==> config.mk <==
export PLATFORM = sky130hd
export DESIGN_NAME = player_ctrl_param
export DESIGN_NICKNAME = d
export VERILOG_FILES = /design/src/rtl/player_ctrl_param.sv
export SDC_FILE = /design/constraint.sdc
export NUM_CORES = 1
export LEC_CHECK = 0
export CORE_MARGIN = 4
export CORE_UTILIZATION = 40
export DETAILED_ROUTE_END_ITERATION = 10
export GPL_TIMING_DRIVEN = 0
export PLACE_DENSITY = 0.69
export SLEW_MARGIN = 40
export SYNTH_ARGS = -nofsm -noshare
export SYNTH_HDL_FRONTEND = slang
export SYNTH_SLANG_ARGS = --single-unit
export TNS_END_PERCENT = 100
==> constraint.sdc <==
create_clock -name clk -period 8.1 [get_ports clk]
set_input_delay 1.62 -clock clk [delete_from_list [all_inputs] [get_ports clk]]
set_output_delay 1.62 -clock clk [all_outputs]
set_load 0.05 [all_outputs]
==> src/rtl/player_ctrl_param.sv <==
// player_ctrl_param: frame-driven player controller. It owns position, facing,
// sword placement and the idle animation. It consumes press/release pulses from
// the debouncer, latches them in a small buffer, and acts once per frame trigger.
module player_ctrl_param #(
   parameter int X_BITS          = 4,
   parameter int Y_BITS          = 4,
   parameter int X_MIN           = 0,
   parameter int X_MAX           = 15,
   parameter int Y_MIN           = 1,
   parameter int Y_MAX           = 11,
   parameter int START_X         = 1,
   parameter int START_Y         = 3,
   parameter int ATTACK_FRAMES   = 4,
   parameter int COOLDOWN_FRAMES = 2,
   parameter int REPEAT_FRAMES   = 6,
   parameter int ANIM_SPLIT      = 7,
   parameter int ANIM_PERIOD     = 21
) (
   input  logic                     clk,
   input  logic                     reset,
   input  logic                     trigger,
   input  logic [9:0]               input_data,
   input  logic                     respawn,
   output logic [X_BITS+Y_BITS-1:0] player_pos,
   output logic [1:0]               player_orientation,
   output logic [1:0]               player_direction,
   output logic [3:0]               player_sprite,
   output logic [X_BITS+Y_BITS-1:0] sword_position,
   output logic [3:0]               sword_visible,
   output logic [1:0]               sword_orientation,
   output logic                     busy
);

   localparam int PW = X_BITS + Y_BITS;

   localparam logic [X_BITS-1:0] X_LO  = X_BITS'(X_MIN);
   localparam logic [X_BITS-1:0] X_HI  = X_BITS'(X_MAX);
   localparam logic [X_BITS-1:0] X_ONE = X_BITS'(1);
   localparam logic [Y_BITS-1:0] Y_LO  = Y_BITS'(Y_MIN);
   localparam logic [Y_BITS-1:0] Y_HI  = Y_BITS'(Y_MAX);
   localparam logic [Y_BITS-1:0] Y_ONE = Y_BITS'(1);
   localparam logic [PW-1:0]     SPAWN = {X_BITS'(START_X), Y_BITS'(START_Y)};

   // Counters are compared against "last value" constants so that the
   // increment-and-compare happens on the value held before the trigger.
   localparam logic [15:0] ATK_LAST  = 16'(ATTACK_FRAMES - 1);
   localparam logic [15:0] CD_LAST   = 16'(COOLDOWN_FRAMES - 1);
   localparam logic [15:0] REP_LAST  = 16'(REPEAT_FRAMES - 1);
   localparam logic [15:0] ANIM_LAST = 16'(ANIM_PERIOD - 1);
   localparam logic [15:0] ANIM_MID  = 16'(ANIM_SPLIT);

   localparam logic [1:0] DIR_UP    = 2'b00;
   localparam logic [1:0] DIR_RIGHT = 2'b01;
   localparam logic [1:0] DIR_DOWN  = 2'b10;
   localparam logic [1:0] DIR_LEFT  = 2'b11;

   typedef enum logic [1:0] {
      ST_IDLE     = 2'd0,
      ST_ATTACK   = 2'd1,
      ST_COOLDOWN = 2'd2
   } state_t;

   state_t        r_state;
   logic [PW-1:0] r_pos;
   logic [1:0]    r_dir;
   logic [1:0]    r_orient;
   logic [3:0]    r_sprite;
   logic [PW-1:0] r_sword_pos;
   logic [3:0]    r_sword_vis;
   logic [1:0]    r_sword_ori;
   logic          r_busy;
   logic [4:0]    r_buf;
   logic          r_consumed;
   logic [15:0]   r_hold_cnt;
   logic [15:0]   r_atk_cnt;
   logic [15:0]   r_cd_cnt;
   logic [15:0]   r_anim_cnt;

   logic [X_BITS-1:0] w_x;
   logic [Y_BITS-1:0] w_y;
   logic [4:0]        w_press;
   logic [4:0]        w_release;
   logic              w_dir_held;
   logic [1:0]        w_res_dir;
   logic [X_BITS-1:0] w_adj_x;
   logic [Y_BITS-1:0] w_adj_y;
   logic              w_adj_ok;
   logic              w_start_atk;
   logic              w_fresh;
   logic              w_rep_tick;
   logic              w_step;

   assign w_x        = r_pos[PW-1:Y_BITS];
   assign w_y        = r_pos[Y_BITS-1:0];
   assign w_press    = input_data[9:5];
   assign w_release  = input_data[4:0];
   assign w_dir_held = |r_buf[3:0];

   // Resolve the buffered direction (right > left > down > up); with nothing
   // held the current facing is kept, which is also the attack direction then.
   always_comb begin
      w_res_dir = r_dir;
      if (r_buf[3])      w_res_dir = DIR_RIGHT;
      else if (r_buf[2]) w_res_dir = DIR_LEFT;
      else if (r_buf[1]) w_res_dir = DIR_DOWN;
      else if (r_buf[0]) w_res_dir = DIR_UP;
   end

   // Tile adjacent to the player in the resolved direction and whether it is
   // inside the legal grid; the raw tile wraps at the field width.
   always_comb begin
      w_adj_x  = w_x;
      w_adj_y  = w_y;
      w_adj_ok = 1'b0;
      case (w_res_dir)
         DIR_UP: begin
            w_adj_y  = w_y - Y_ONE;
            w_adj_ok = (w_y > Y_LO);
         end
         DIR_RIGHT: begin
            w_adj_x  = w_x + X_ONE;
            w_adj_ok = (w_x < X_HI);
         end
         DIR_DOWN: begin
            w_adj_y  = w_y + Y_ONE;
            w_adj_ok = (w_y < Y_HI);
         end
         default: begin
            w_adj_x  = w_x - X_ONE;
            w_adj_ok = (w_x > X_LO);
         end
      endcase
   end

   // Decide what a trigger does outside ATTACK: start an attack (IDLE only),
   // take a fresh press, or advance the hold-to-repeat counter.
   always_comb begin
      w_start_atk = 1'b0;
      w_fresh     = 1'b0;
      w_rep_tick  = 1'b0;
      w_step      = 1'b0;
      if (r_state != ST_ATTACK) begin
         if (r_buf[4] && !r_consumed && r_state == ST_IDLE) begin
            w_start_atk = 1'b1;
         end else if ((r_buf != 5'd0) && !r_consumed) begin
            w_fresh = 1'b1;
            w_step  = w_dir_held;
         end else if (w_dir_held && REPEAT_FRAMES != 0) begin
            w_rep_tick = 1'b1;
            w_step     = (r_hold_cnt == REP_LAST);
         end
      end
   end

   // Player FSM, sword and input buffer; the buffer update is written last so
   // a press in the same cycle as a trigger overrides consumed/hold_cnt.
   always_ff @(posedge clk) begin
      if (!reset) begin
         r_state     <= ST_IDLE;
         r_pos       <= SPAWN;
         r_dir       <= DIR_RIGHT;
         r_orient    <= 2'b01;
         r_sword_pos <= '0;
         r_sword_vis <= 4'b0000;
         r_sword_ori <= DIR_UP;
         r_busy      <= 1'b0;
         r_buf       <= 5'd0;
         r_consumed  <= 1'b0;
         r_hold_cnt  <= '0;
         r_atk_cnt   <= '0;
         r_cd_cnt    <= '0;
      end else if (respawn) begin
         r_state     <= ST_IDLE;
         r_pos       <= SPAWN;
         r_sword_pos <= '0;
         r_sword_vis <= 4'b0000;
         r_busy      <= 1'b0;
         r_buf       <= 5'd0;
         r_hold_cnt  <= '0;
         r_atk_cnt   <= '0;
         r_cd_cnt    <= '0;
      end else begin
         if (trigger) begin
            case (r_state)
               ST_ATTACK: begin
                  if (r_atk_cnt == ATK_LAST) begin
                     r_atk_cnt   <= '0;
                     r_cd_cnt    <= '0;
                     r_sword_vis <= 4'b0000;
                     r_sword_pos <= '0;
                     if (COOLDOWN_FRAMES != 0) begin
                        r_state <= ST_COOLDOWN;
                     end else begin
                        r_state <= ST_IDLE;
                        r_busy  <= 1'b0;
                     end
                  end else begin
                     r_atk_cnt <= r_atk_cnt + 16'd1;
                  end
               end
               ST_COOLDOWN: begin
                  if (r_cd_cnt == CD_LAST) begin
                     r_cd_cnt <= '0;
                     r_state  <= ST_IDLE;
                     r_busy   <= 1'b0;
                  end else begin
                     r_cd_cnt <= r_cd_cnt + 16'd1;
                  end
               end
               default: ;
            endcase

            if (w_start_atk) begin
               r_dir       <= w_res_dir;
               r_sword_ori <= w_res_dir;
               r_sword_pos <= {w_adj_x, w_adj_y};
               r_sword_vis <= w_adj_ok ? 4'b0001 : 4'b0000;
               r_atk_cnt   <= '0;
               r_consumed  <= 1'b1;
               r_state     <= ST_ATTACK;
               r_busy      <= 1'b1;
            end

            if (w_fresh) begin
               r_consumed <= 1'b1;
            end

            if (w_rep_tick) begin
               r_hold_cnt <= w_step ? 16'd0 : r_hold_cnt + 16'd1;
            end

            if (w_step) begin
               r_dir <= w_res_dir;
               if (w_res_dir == DIR_RIGHT)     r_orient <= 2'b01;
               else if (w_res_dir == DIR_LEFT) r_orient <= 2'b11;
               if (w_adj_ok) r_pos <= {w_adj_x, w_adj_y};
            end
         end

         if (w_press != 5'd0) begin
            r_buf      <= w_press;
            r_consumed <= 1'b0;
            r_hold_cnt <= '0;
         end else if (w_release != 5'd0) begin
            r_buf      <= 5'd0;
            r_hold_cnt <= '0;
         end
      end
   end

   // Idle animation free-runs on every trigger, untouched by respawn.
   always_ff @(posedge clk) begin
      if (!reset) begin
         r_anim_cnt <= '0;
         r_sprite   <= 4'b0011;
      end else if (trigger) begin
         if (r_anim_cnt == ANIM_LAST) begin
            r_anim_cnt <= '0;
            r_sprite   <= 4'b0011;
         end else begin
            r_anim_cnt <= r_anim_cnt + 16'd1;
            if (r_anim_cnt == ANIM_MID) r_sprite <= 4'b0010;
         end
      end
   end

   assign player_pos         = r_pos;
   assign player_orientation = r_orient;
   assign player_direction   = r_dir;
   assign player_sprite      = r_sprite;
   assign sword_position     = r_sword_pos;
   assign sword_visible      = r_sword_vis;
   assign sword_orientation  = r_sword_ori;
   assign busy               = r_busy;

endmodule
==> results of run 1 <==
-- state kept, by name (all words and copies together) (netlist names), 2 cells and up --
register / count
r_cd_cnt: 16
sword_orientation: 2
r_anim_cnt: 16
player_pos: 8
r_state: 2
r_atk_cnt: 16
r_hold_cnt: 16
r_buf: 5
player_direction: 2
sword_position: 8
-- routing by layer --
metal  part of all wire [%]  track usage, %
met5                      0               0
met2                     46            25.9
met3                    5.3            3.86
met4                    2.1            7.19
met1                     47            21.1
-- logic make-up (layout without fill, tap and decap cells) --
logic type,Yosys count,after routing
DFF,96,96
other,2,7
AOI/OAI and AO/OA,96,96
xor gates and xnor gates,54,54
muxes,9,9
buffers and inverters,38,88
and+or+nand+nor,247,247
adders and majority gates,13,13
-- layout make-up --
type	instances	area, sq um
Clock buffer	9	225
Timing Repair Buffer	35	350
Sequential cell	96	1920
Buffer	26	125
Clock inverter	6	92.6
Tap cell	143	179
Inverter	12	45.0
Fill cell	1097	5900
Multi-Input combinational cell	426	2670
-- power by group through the flow --
stage / Sequential (mW) / Clock [mW] / Combinational (mW)
2_1_floorplan: 0.497 / 0 / 0.0531
3_3_place_gp: 0.492 / 0 / 0.0802
3_5_place_dp: 0.492 / 0 / 0.0816
4_1_cts: 0.481 / 0.462 / 0.0822
5_1_grt: 0.482 / 0.482 / 0.0899
6_report: 0.481 / 0.453 / 0.0822
-- worst paths after layout --
kind | slack (ps) | cells after the start | endpoint
setup / recovery | 4580 | 8 | r_hold_cnt[0]
setup reg to reg | 5110 | 11 | player_pos[7]
hold / removal | 470 | 1 | sword_position[7]
hold reg to reg | 470 | 1 | sword_position[7]
-- cell usage in the layout, fill, tap and decap left out, types with 10 or more instances in the layout --
cell type,instances
dfxtp_1,96
nor2_1,75
nand2_1,38
clkdlybuf4s50_1,35
xor2_1,34
nand3_1,26
a21oi_1,25
nand4_1,24
o21ai_0,21
xnor2_1,20
clkbuf_1,16
nor3_1,13
inv_1,12
and3_1,12
ha_1,12
nor4_1,10
-- Yosys cell counts, drive strengths merged, types with 2 or more instances --
cell	number	area share [%]
nand3	26	2.7
or4	5	0.79
xnor2	20	3.7
a21o	4	0.63
conb	2	0.16
or3	9	1.2
mux2i	9	1.9
clkbuf	16	1.3
ha	12	3.2
and4	8	1.5
o311ai	2	0.37
o31ai	3	0.48
nor2b	7	0.92
nand2	38	3.0
and3	12	1.6
nor4	10	1.3
a22oi	2	0.32
buf	10	1.4
dfxtp	96	41
inv	12	0.95
a31oi	3	0.40
o2111ai	4	0.87
nor4b	5	0.92
o211ai	3	0.48
a22o	5	0.92
o21ai	23	2.4
nor2	75	5.9
nand4	24	3.2
nand2b	6	0.79
nor3	14	1.5
xor2	34	6.3
and2	2	0.26
or2	3	0.40
a21oi	27	2.9
o21a	2	0.32
o2bb2ai	9	1.7
-- worst max-delay path, cell delays in order --
cell	delay (ps)
clkdlybuf4s50_1	430
or4_1	500
nor2_1	150
and3_1	160
clkbuf_1	250
nand2_1	230
clkbuf_1	290
nor2_1	170
==> flow_metrics.env, run 1 <==
export IMPL_status="finished, final reports clean"
export IMPL_dieArea_sq_um=13600
export IMPL_switching_power_mw=0.240
export IMPL_synth_top_family_by_area="simple AND/OR/NAND/NOR gates"
export IMPL_synth_seq_cells=96
export IMPL_clock_skew_ps=11.2
export IMPL_stdcell_count=753
export IMPL_avgViaCountPerCell=5.52
export IMPL_fmax_mhz=284
export IMPL_num_vias=4156
export IMPL_hold_buffers=0
export IMPL_ys_flop_type="dfxtp_1"
export IMPL_drtIter0Drc=285
export IMPL_final_max_slew_viol_count=0
export IMPL_grt_setup_unrepaired="false"
export IMPL_async_flop_share_pct=0
export IMPL_grt_max_degree=17
export IMPL_antenna_found_initial=0
export IMPL_p_per_area_nw_per_um2=181
export IMPL_start_util_pct=41.1
export IMPL_cts_tree="yes"
export IMPL_clkTransAtPathRegs_ps=60
export IMPL_pre_cts_slack_ps=4220
export IMPL_synth_edf_count=0
export IMPL_irDropWorstVdd_mv=0.165
export IMPL_nets=633
export IMPL_drv_cap=0
export IMPL_track_usage_pct=16.3
export IMPL_gp_congestion=0.833
export IMPL_dp_cells=738
export IMPL_ant_nets=0
export IMPL_timing_final_crit_share_pct=43.4
export IMPL_wl_per_cell_microns=14.2
export IMPL_worstPathRequired_ps=8380
export IMPL_ctsRootBufferMaster="clkbuf_16"
export IMPL_critPathLaunchType="input pin"
export IMPL_synth_adder_area_share_pct=3.59
export IMPL_grt_pass1_vias=3915
export IMPL_clk_path_buf_depth=2
export IMPL_p_comb_share_pct=8.1
export IMPL_io_pins=45
export IMPL_numCtsBuffers=9
export IMPL_ys_seq_area_share_pct=40.6
export IMPL_grt_overflow=0
export IMPL_muxShareOfSynthArea_pct=1.90
export IMPL_ctsResizeCount=0
export IMPL_path_max_fanout=10
export IMPL_syn_area_sq_um=4740
export IMPL_worstMarginPinSlew_ps=823
export IMPL_layout_drive_gt1_share_pct=5.25
export IMPL_final_hold_viol_count=0
export IMPL_die_h_microns=117
export IMPL_fin_setup_tns_ps=0
export IMPL_dpl_hpwl_microns=7600
export IMPL_period_needed_ps=3520
export IMPL_p_leak_nw=1.92
export IMPL_hold_start="sword_position[7]"
export IMPL_syn_inst=555
export IMPL_yosysWarnings=0
export IMPL_cp_startpoint="input_data[7]"
export IMPL_place_area_sq_um=5290
export IMPL_setup_slack_ps=4580
export IMPL_drc=0
export IMPL_r2r_start="player_direction[0]"
export IMPL_postCtsSetupBuffers=0
export IMPL_internal_power_mw=0.776
export IMPL_critical_path_endpoint_type="flop"
export IMPL_numClockSinks=96
export IMPL_grt_pass1_wl_microns=18000
export IMPL_setup_viol=0
export IMPL_hp_class="flop to flop"
export IMPL_relSlewSlack_pct=44.9
export IMPL_crit_arrival_ps=3800
export IMPL_fin_area_sq_um=5610
export IMPL_clock_latency_ps=350
export IMPL_syn_area_per_cell_sq_um=8.54
export IMPL_crit_type="input pin to flop"
export IMPL_p_sw_share_pct=23.6
export IMPL_whs_ps=466
export IMPL_power_clock_fraction_pct=44.5
export IMPL_core_area_sq_um=11500
export IMPL_area_growth_pct=18.5
export IMPL_pwr_share_seq_pct=47.4
export IMPL_num_rows=39
export IMPL_die_w_microns=117
export IMPL_htreeDepth=3
export IMPL_ys_types=54
export IMPL_total_power_mw=1.02
export IMPL_detailedRoute_firstPassIterationCount=4
export IMPL_portBuffers=35
export IMPL_diodes=0
export IMPL_synth_compound_area_share_pct=13.5
export IMPL_post_route_util_pct=48.7
export IMPL_synth_xor_area_share_pct=9.98
export IMPL_synth_simple_gate_area_share_pct=26.7
export IMPL_drt_wl_total_microns=10700
Note: power is estimated with default switching activity, not from simulation.
==> run 2: changes to the inputs <==
--- a/config.mk
+++ b/config.mk
@@ -9,7 +9,7 @@
 export CORE_UTILIZATION = 40
 export DETAILED_ROUTE_END_ITERATION = 10
 export GPL_TIMING_DRIVEN = 0
-export PLACE_DENSITY = 0.69
+export PLACE_DENSITY = 0.71
 export SLEW_MARGIN = 40
 export SYNTH_ARGS = -nofsm -noshare
 export SYNTH_HDL_FRONTEND = slang
==> constraint.sdc (replaced) <==
create_clock -name clk -period 3.2 [get_ports clk]
set_input_delay 0.64 -clock clk [delete_from_list [all_inputs] [get_ports clk]]
set_output_delay 0.64 -clock clk [all_outputs]
set_load 0.05 [all_outputs]
==> run 2 against run 1 <==
Compared with the run above:
- combinational power rose to 2.6 times the previous value
- via count grew 0.41%
- clock power grew to 2.7 times the previous value
- largest cell class unchanged
- flip-flop and latch count unchanged
- final area grew 0.65%
- register-to-register slack lost 4700 ps
- final cell count up 0.13%
==> flow_metrics.env, run 2 (same netlist as run 1, synthesis figures left out) <==
export IMPL_status="finished, final reports clean"
export IMPL_nets=633
export IMPL_drv_cap=0
export IMPL_track_usage_pct=16.7
export IMPL_ctsResizeCount=0
export IMPL_crit_chain="or3b_4, nand2_1, clkbuf_2, nand2b_1, ha_1, a21o_1, a21oi_1, xnor2_1, nand2_1, or3_1, a21oi_1"
export IMPL_whs_ps=465
export IMPL_hold_buffers=0
export IMPL_post_route_util_pct=49.0
export IMPL_p_sw_share_pct=22.5
export IMPL_critical_path_endpoint_type="flop"
export IMPL_worstMarginPinSlew_ps=730
export IMPL_fillCellCount=1110
export IMPL_final_max_slew_viol_count=0
export IMPL_core_area_sq_um=11500
export IMPL_stdcell_count=754
export IMPL_clkTransAtPathRegs_ps=70
export IMPL_drtIter0Drc=274
export IMPL_num_vias=4173
export IMPL_crit_type="flop to flop"
export IMPL_grt_pass1_wl_microns=18600
export IMPL_antenna_found_initial=0
export IMPL_critPathMaxStageDelay_ps=410
export IMPL_clock_skew_ps=9.62
export IMPL_relSlewSlack_pct=51.1
export IMPL_seq_area_sq_um=1920
export IMPL_io_pins=45
export IMPL_period_needed_ps=2790
export IMPL_hp_class="flop to flop"
export IMPL_crit_arrival_ps=3060
export IMPL_grt_overflow=0
export IMPL_clock_latency_ps=350
export IMPL_portBuffers=35
export IMPL_grt_pass1_vias=4152
export IMPL_clk_path_buf_depth=2
export IMPL_critPathSlowestCell="or3b_4"
export IMPL_dp_cells=738
export IMPL_worstPathRequired_ps=3480
export IMPL_multi_input_area_sq_um=2680
export IMPL_p_leak_nw=1.95
export IMPL_critPathLaunchType="flop"
export IMPL_p_per_area_nw_per_um2=472
export IMPL_numCtsBuffers=9
export IMPL_internal_power_mw=2.07
export IMPL_timing_final_crit_share_pct=87.0
export IMPL_mostFrequentLayoutCell="dfxtp_1"
export IMPL_ctsRootBufferMaster="clkbuf_16"
export IMPL_gp_congestion=0.843
export IMPL_cts_tree="yes"
export IMPL_path_max_fanout=10
export IMPL_switching_power_mw=0.599
export IMPL_p_comb_share_pct=7.9
export IMPL_grt_max_degree=16
export IMPL_start_util_pct=41.1
export IMPL_die_h_microns=117
export IMPL_drc=0
export IMPL_avgViaCountPerCell=5.53
export IMPL_area_growth_pct=19.2
export IMPL_htreeDepth=3
export IMPL_power_clock_fraction_pct=46.4
export IMPL_irDropWorstVdd_mv=0.385
export IMPL_grt_setup_unrepaired="false"
export IMPL_die_w_microns=117
export IMPL_total_power_mw=2.67
export IMPL_dpl_hpwl_microns=7810
export IMPL_fmax_mhz=359
export IMPL_ant_nets=0
export IMPL_fin_setup_tns_ps=0
export IMPL_setup_viol=0
export IMPL_detailedRoute_firstPassIterationCount=5
export IMPL_layout_drive_gt1_share_pct=5.56
export IMPL_numClockSinks=96
export IMPL_diodes=0
export IMPL_layout_common_cells="96 x dfxtp_1, 75 x nor2_1, 38 x nand2_1"
export IMPL_pwr_share_seq_pct=45.7
export IMPL_wl_per_cell_microns=14.7
export IMPL_final_hold_viol_count=0
export IMPL_postCtsSetupBuffers=0
export IMPL_dieArea_sq_um=13600
export IMPL_num_rows=39
export IMPL_drt_wl_total_microns=11100
[run 2: cell type report]
| class | count | share of cell area [%] |
|---|---|---|
| clock buffer | 11 | 4.30 |
| inverter | 12 | 0.798 |
| sequential | 96 | 34.0 |
| tap | 143 | 3.17 |
| multi-input combinational | 426 | 47.4 |
| timing repair buffer | 35 | 6.20 |
| buffer | 26 | 2.24 |
| clock inverter | 5 | 1.84 |
[run 2: power by group through the flow]
stage	registers, mW	logic (mW)	clock network [mW]
after global placement	1.24	0.203	0
after floorplan	1.26	0.134	0
after CTS	1.22	0.208	1.26
after global routing	1.22	0.229	1.30
after detailed placement	1.25	0.207	0
final	1.22	0.210	1.24
[run 2: per-layer routing]
metal / track usage [%] / vias to the layer above / routed length [microns]
li1: - / 2078 / -
met2: 28.6 / 98 / 5300
met3: 4.83 / 13 / 587
met5: 0 / - / 0
met4: 4.59 / 0 / 104
met1: 20.6 / 1984 / 5100
[run 2: final timing paths]
| check | start | endpoint | slack, ps | cells after the start |
|---|---|---|---|---|
| max | player_direction[0] | player_pos[7] | 410 | 11 |
| min | sword_position[6] | sword_position[6] | 470 | 1 |
| max reg2reg | player_direction[0] | player_pos[7] | 410 | 11 |
| min reg2reg | sword_position[6] | sword_position[6] | 470 | 1 |
[run 2: worst max-delay path: cells and delay by family (launching register included)]
kind	cells	cell delay, ps
adders and majority gates	1	300
and+or+nand+nor	5	1140
xor gates and xnor gates	1	140
AOI/OAI and AO/OA	3	480
buffers and inverters	1	260
DFF	1	390
[run 2: metrics by stage]
stage	instance area, sq um	setup WS, ps
finish	5650	414
detailed placement	5290	245
CTS	5640	229
global route	5650	207
floorplan	4760	215
global placement	5290	286
==> run 3: changes to the inputs <==
--- a/config.mk
+++ b/config.mk
@@ -6,10 +6,10 @@
 export NUM_CORES = 1
 export LEC_CHECK = 0
 export CORE_MARGIN = 4
-export CORE_UTILIZATION = 40
+export CORE_UTILIZATION = 50
 export DETAILED_ROUTE_END_ITERATION = 10
 export GPL_TIMING_DRIVEN = 0
-export PLACE_DENSITY = 0.71
+export PLACE_DENSITY = 0.84
 export SLEW_MARGIN = 40
 export SYNTH_ARGS = -nofsm -noshare
 export SYNTH_HDL_FRONTEND = slang
==> constraint.sdc (replaced) <==
create_clock -name clk -period 2.4 [get_ports clk]
set_input_delay 0.48 -clock clk [delete_from_list [all_inputs] [get_ports clk]]
set_output_delay 0.48 -clock clk [all_outputs]
set_load 0.05 [all_outputs]
==> run 3 against run 2 <==
Compared with the run above:
- wire length rose by 0.78%
- sequential power rose by 33%
- power rose by 15%
- final cell count fell by 0.80%
- highest routed layer unchanged
- via count rose by 3.7%
- sequential share of layout area rose by 0.099 points
- core utilization rose by 12 points
- critical endpoint unchanged
- die area fell by 19%
- critical path depth fell by 4
- register-to-register slack got worse by 400 ps
- first-iteration DRC count rose by 1.8%
- clock skew rose by 4.5 ps
==> flow_metrics.env, run 3 (same netlist as run 1, synthesis figures left out) <==
export IMPL_final_hold_viol_count=0
export IMPL_status="finished, final reports clean"
export IMPL_layout_common_cells="88 x dfxtp_1, 75 x nor2_1, 36 x nand2_1"
export IMPL_fin_setup_tns_ps=0
export IMPL_cts_tree="yes"
export IMPL_dp_cells=724
export IMPL_r2r_start="r_buf[1]"
export IMPL_dieArea_sq_um=11100
export IMPL_nets=641
export IMPL_area_growth_pct=20.0
export IMPL_mostFrequentLayoutCell="dfxtp_1"
export IMPL_hold_buffers=0
export IMPL_grt_pass1_wl_microns=18600
export IMPL_critical_path_endpoint_type="flop"
export IMPL_wl_per_cell_microns=14.9
export IMPL_p_per_area_nw_per_um2=540
export IMPL_relSlewSlack_pct=46.6
export IMPL_grt_overflow=0
export IMPL_clock_skew_ps=14.2
export IMPL_die_w_microns=105
export IMPL_setup_viol=0
export IMPL_antenna_found_initial=0
export IMPL_drc=0
export IMPL_worstMarginPinSlew_ps=797
export IMPL_drt_wl_total_microns=11200
export IMPL_final_max_slew_viol_count=0
export IMPL_ctsRootBufferMaster="clkbuf_8"
export IMPL_portBuffers=35
export IMPL_clock_latency_ps=360
export IMPL_num_vias=4328
export IMPL_p_leak_nw=1.97
export IMPL_gp_congestion=0.828
export IMPL_core_area_sq_um=9240
export IMPL_detailedRoute_firstPassIterationCount=5
export IMPL_whs_ps=472
export IMPL_layout_drive_gt1_share_pct=11.0
export IMPL_pre_cts_slack_ps=-347
export IMPL_start_util_pct=51.3
export IMPL_hold_start="sword_position[4]"
export IMPL_num_rows=35
export IMPL_period_needed_ps=2380
export IMPL_numClockSinks=96
export IMPL_grt_max_degree=16
export IMPL_post_route_util_pct=61.5
export IMPL_worstPathRequired_ps=2690
export IMPL_htreeDepth=3
export IMPL_grt_pass1_vias=4091
export IMPL_hp_class="flop to flop"
export IMPL_cp_startpoint="r_buf[1]"
export IMPL_ant_nets=0
export IMPL_critPathLaunchType="flop"
export IMPL_stdcell_count=748
export IMPL_crit_type="flop to flop"
export IMPL_track_usage_pct=19.9
export IMPL_crit_arrival_ps=2670
export IMPL_drtIter0Drc=279
export IMPL_clkTransAtPathRegs_ps=100
export IMPL_setup_slack_ps=15.3
export IMPL_io_pins=45
export IMPL_grt_setup_unrepaired="true"
export IMPL_drv_cap=0
export IMPL_numCtsBuffers=9
export IMPL_fmax_mhz=419
export IMPL_die_h_microns=105
export IMPL_dpl_hpwl_microns=7820
export IMPL_path_max_fanout=7
export IMPL_clk_path_buf_depth=2
export IMPL_fillCellCount=757
export IMPL_timing_final_crit_share_pct=99.4
export IMPL_avgViaCountPerCell=5.79
export IMPL_irDropWorstVdd_mv=0.428
export IMPL_diodes=0
-- run 3: cell count changes in the layout (fill, tap and decap cells not counted), moves of 3 or more --
cell / before / now
buf_4: 7 / 18
clkbuf_16: 9 / 0
dfxtp_2: 0 / 5
clkbuf_8: 1 / 12
dfxtp_1: 96 / 88
dfxtp_4: 0 / 3
clkbuf_1: 17 / 10
-- run 3: layout make-up --
type	instances	area [sq um]	share of cell area [%]
Clock buffer	12	165	2.91
Multi-Input combinational cell	426	2760	48.5
Clock inverter	4	51.3	0.903
Timing Repair Buffer	46	433	7.62
Sequential cell	96	1940	34.1
Tap cell	129	161	2.84
Buffer	23	129	2.27
Inverter	12	45.0	0.793
-- run 3: what timing repair did --
action | CTS | global route
resized for setup | 6 | 22
pin swaps | 1 | 9
buffers inserted | 3 | 8
endpoints found under the setup margin | 1 | 47
hold endpoints to repair | 0 | 0
gates cloned | 0 | 0
-- run 3: per-stage QoR --
stage	instance area [sq um]	total power, mW
after global placement	5300	1.94
after floorplan	4790	1.87
after global routing	5680	3.17
after CTS	5570	3.06
after detailed placement	5310	1.94
final	5680	3.07
-- run 3: path summary, 6_finish.rpt --
| kind | end | slack (ps) | cells past startpoint |
|---|---|---|---|
| setup / recovery | player_pos[7] | 20 | 7 |
| hold / removal | sword_position[4] | 470 | 1 |
| setup reg to reg | player_pos[7] | 20 | 7 |
| hold reg to reg | sword_position[4] | 470 | 1 |
-- run 3: critical path, stage by stage, from the launching register on --
cell	delay (ps)
dfxtp_4	370
or3b_4	430
buf_4	160
o2111ai_2	80
or4b_4	530
a21o_4	260
or3_1	360
a21oi_1	130
-- run 3: layer usage --
metal  vias up  part of all wire [%]  track usage (%)
met5         -                     0                0
met4         0                   1.6             5.34
met3        21                   5.3             4.29
met2       125                    49             34.2
met1      2078                    44             25.1
li1       2104                     -                -
-- run 3: report_power, final --
| part | switching, mW | internal [mW] |
|---|---|---|
| registers | 0.0186 | 1.60 |
| clock network | 0.547 | 0.567 |
| logic | 0.195 | 0.135 |
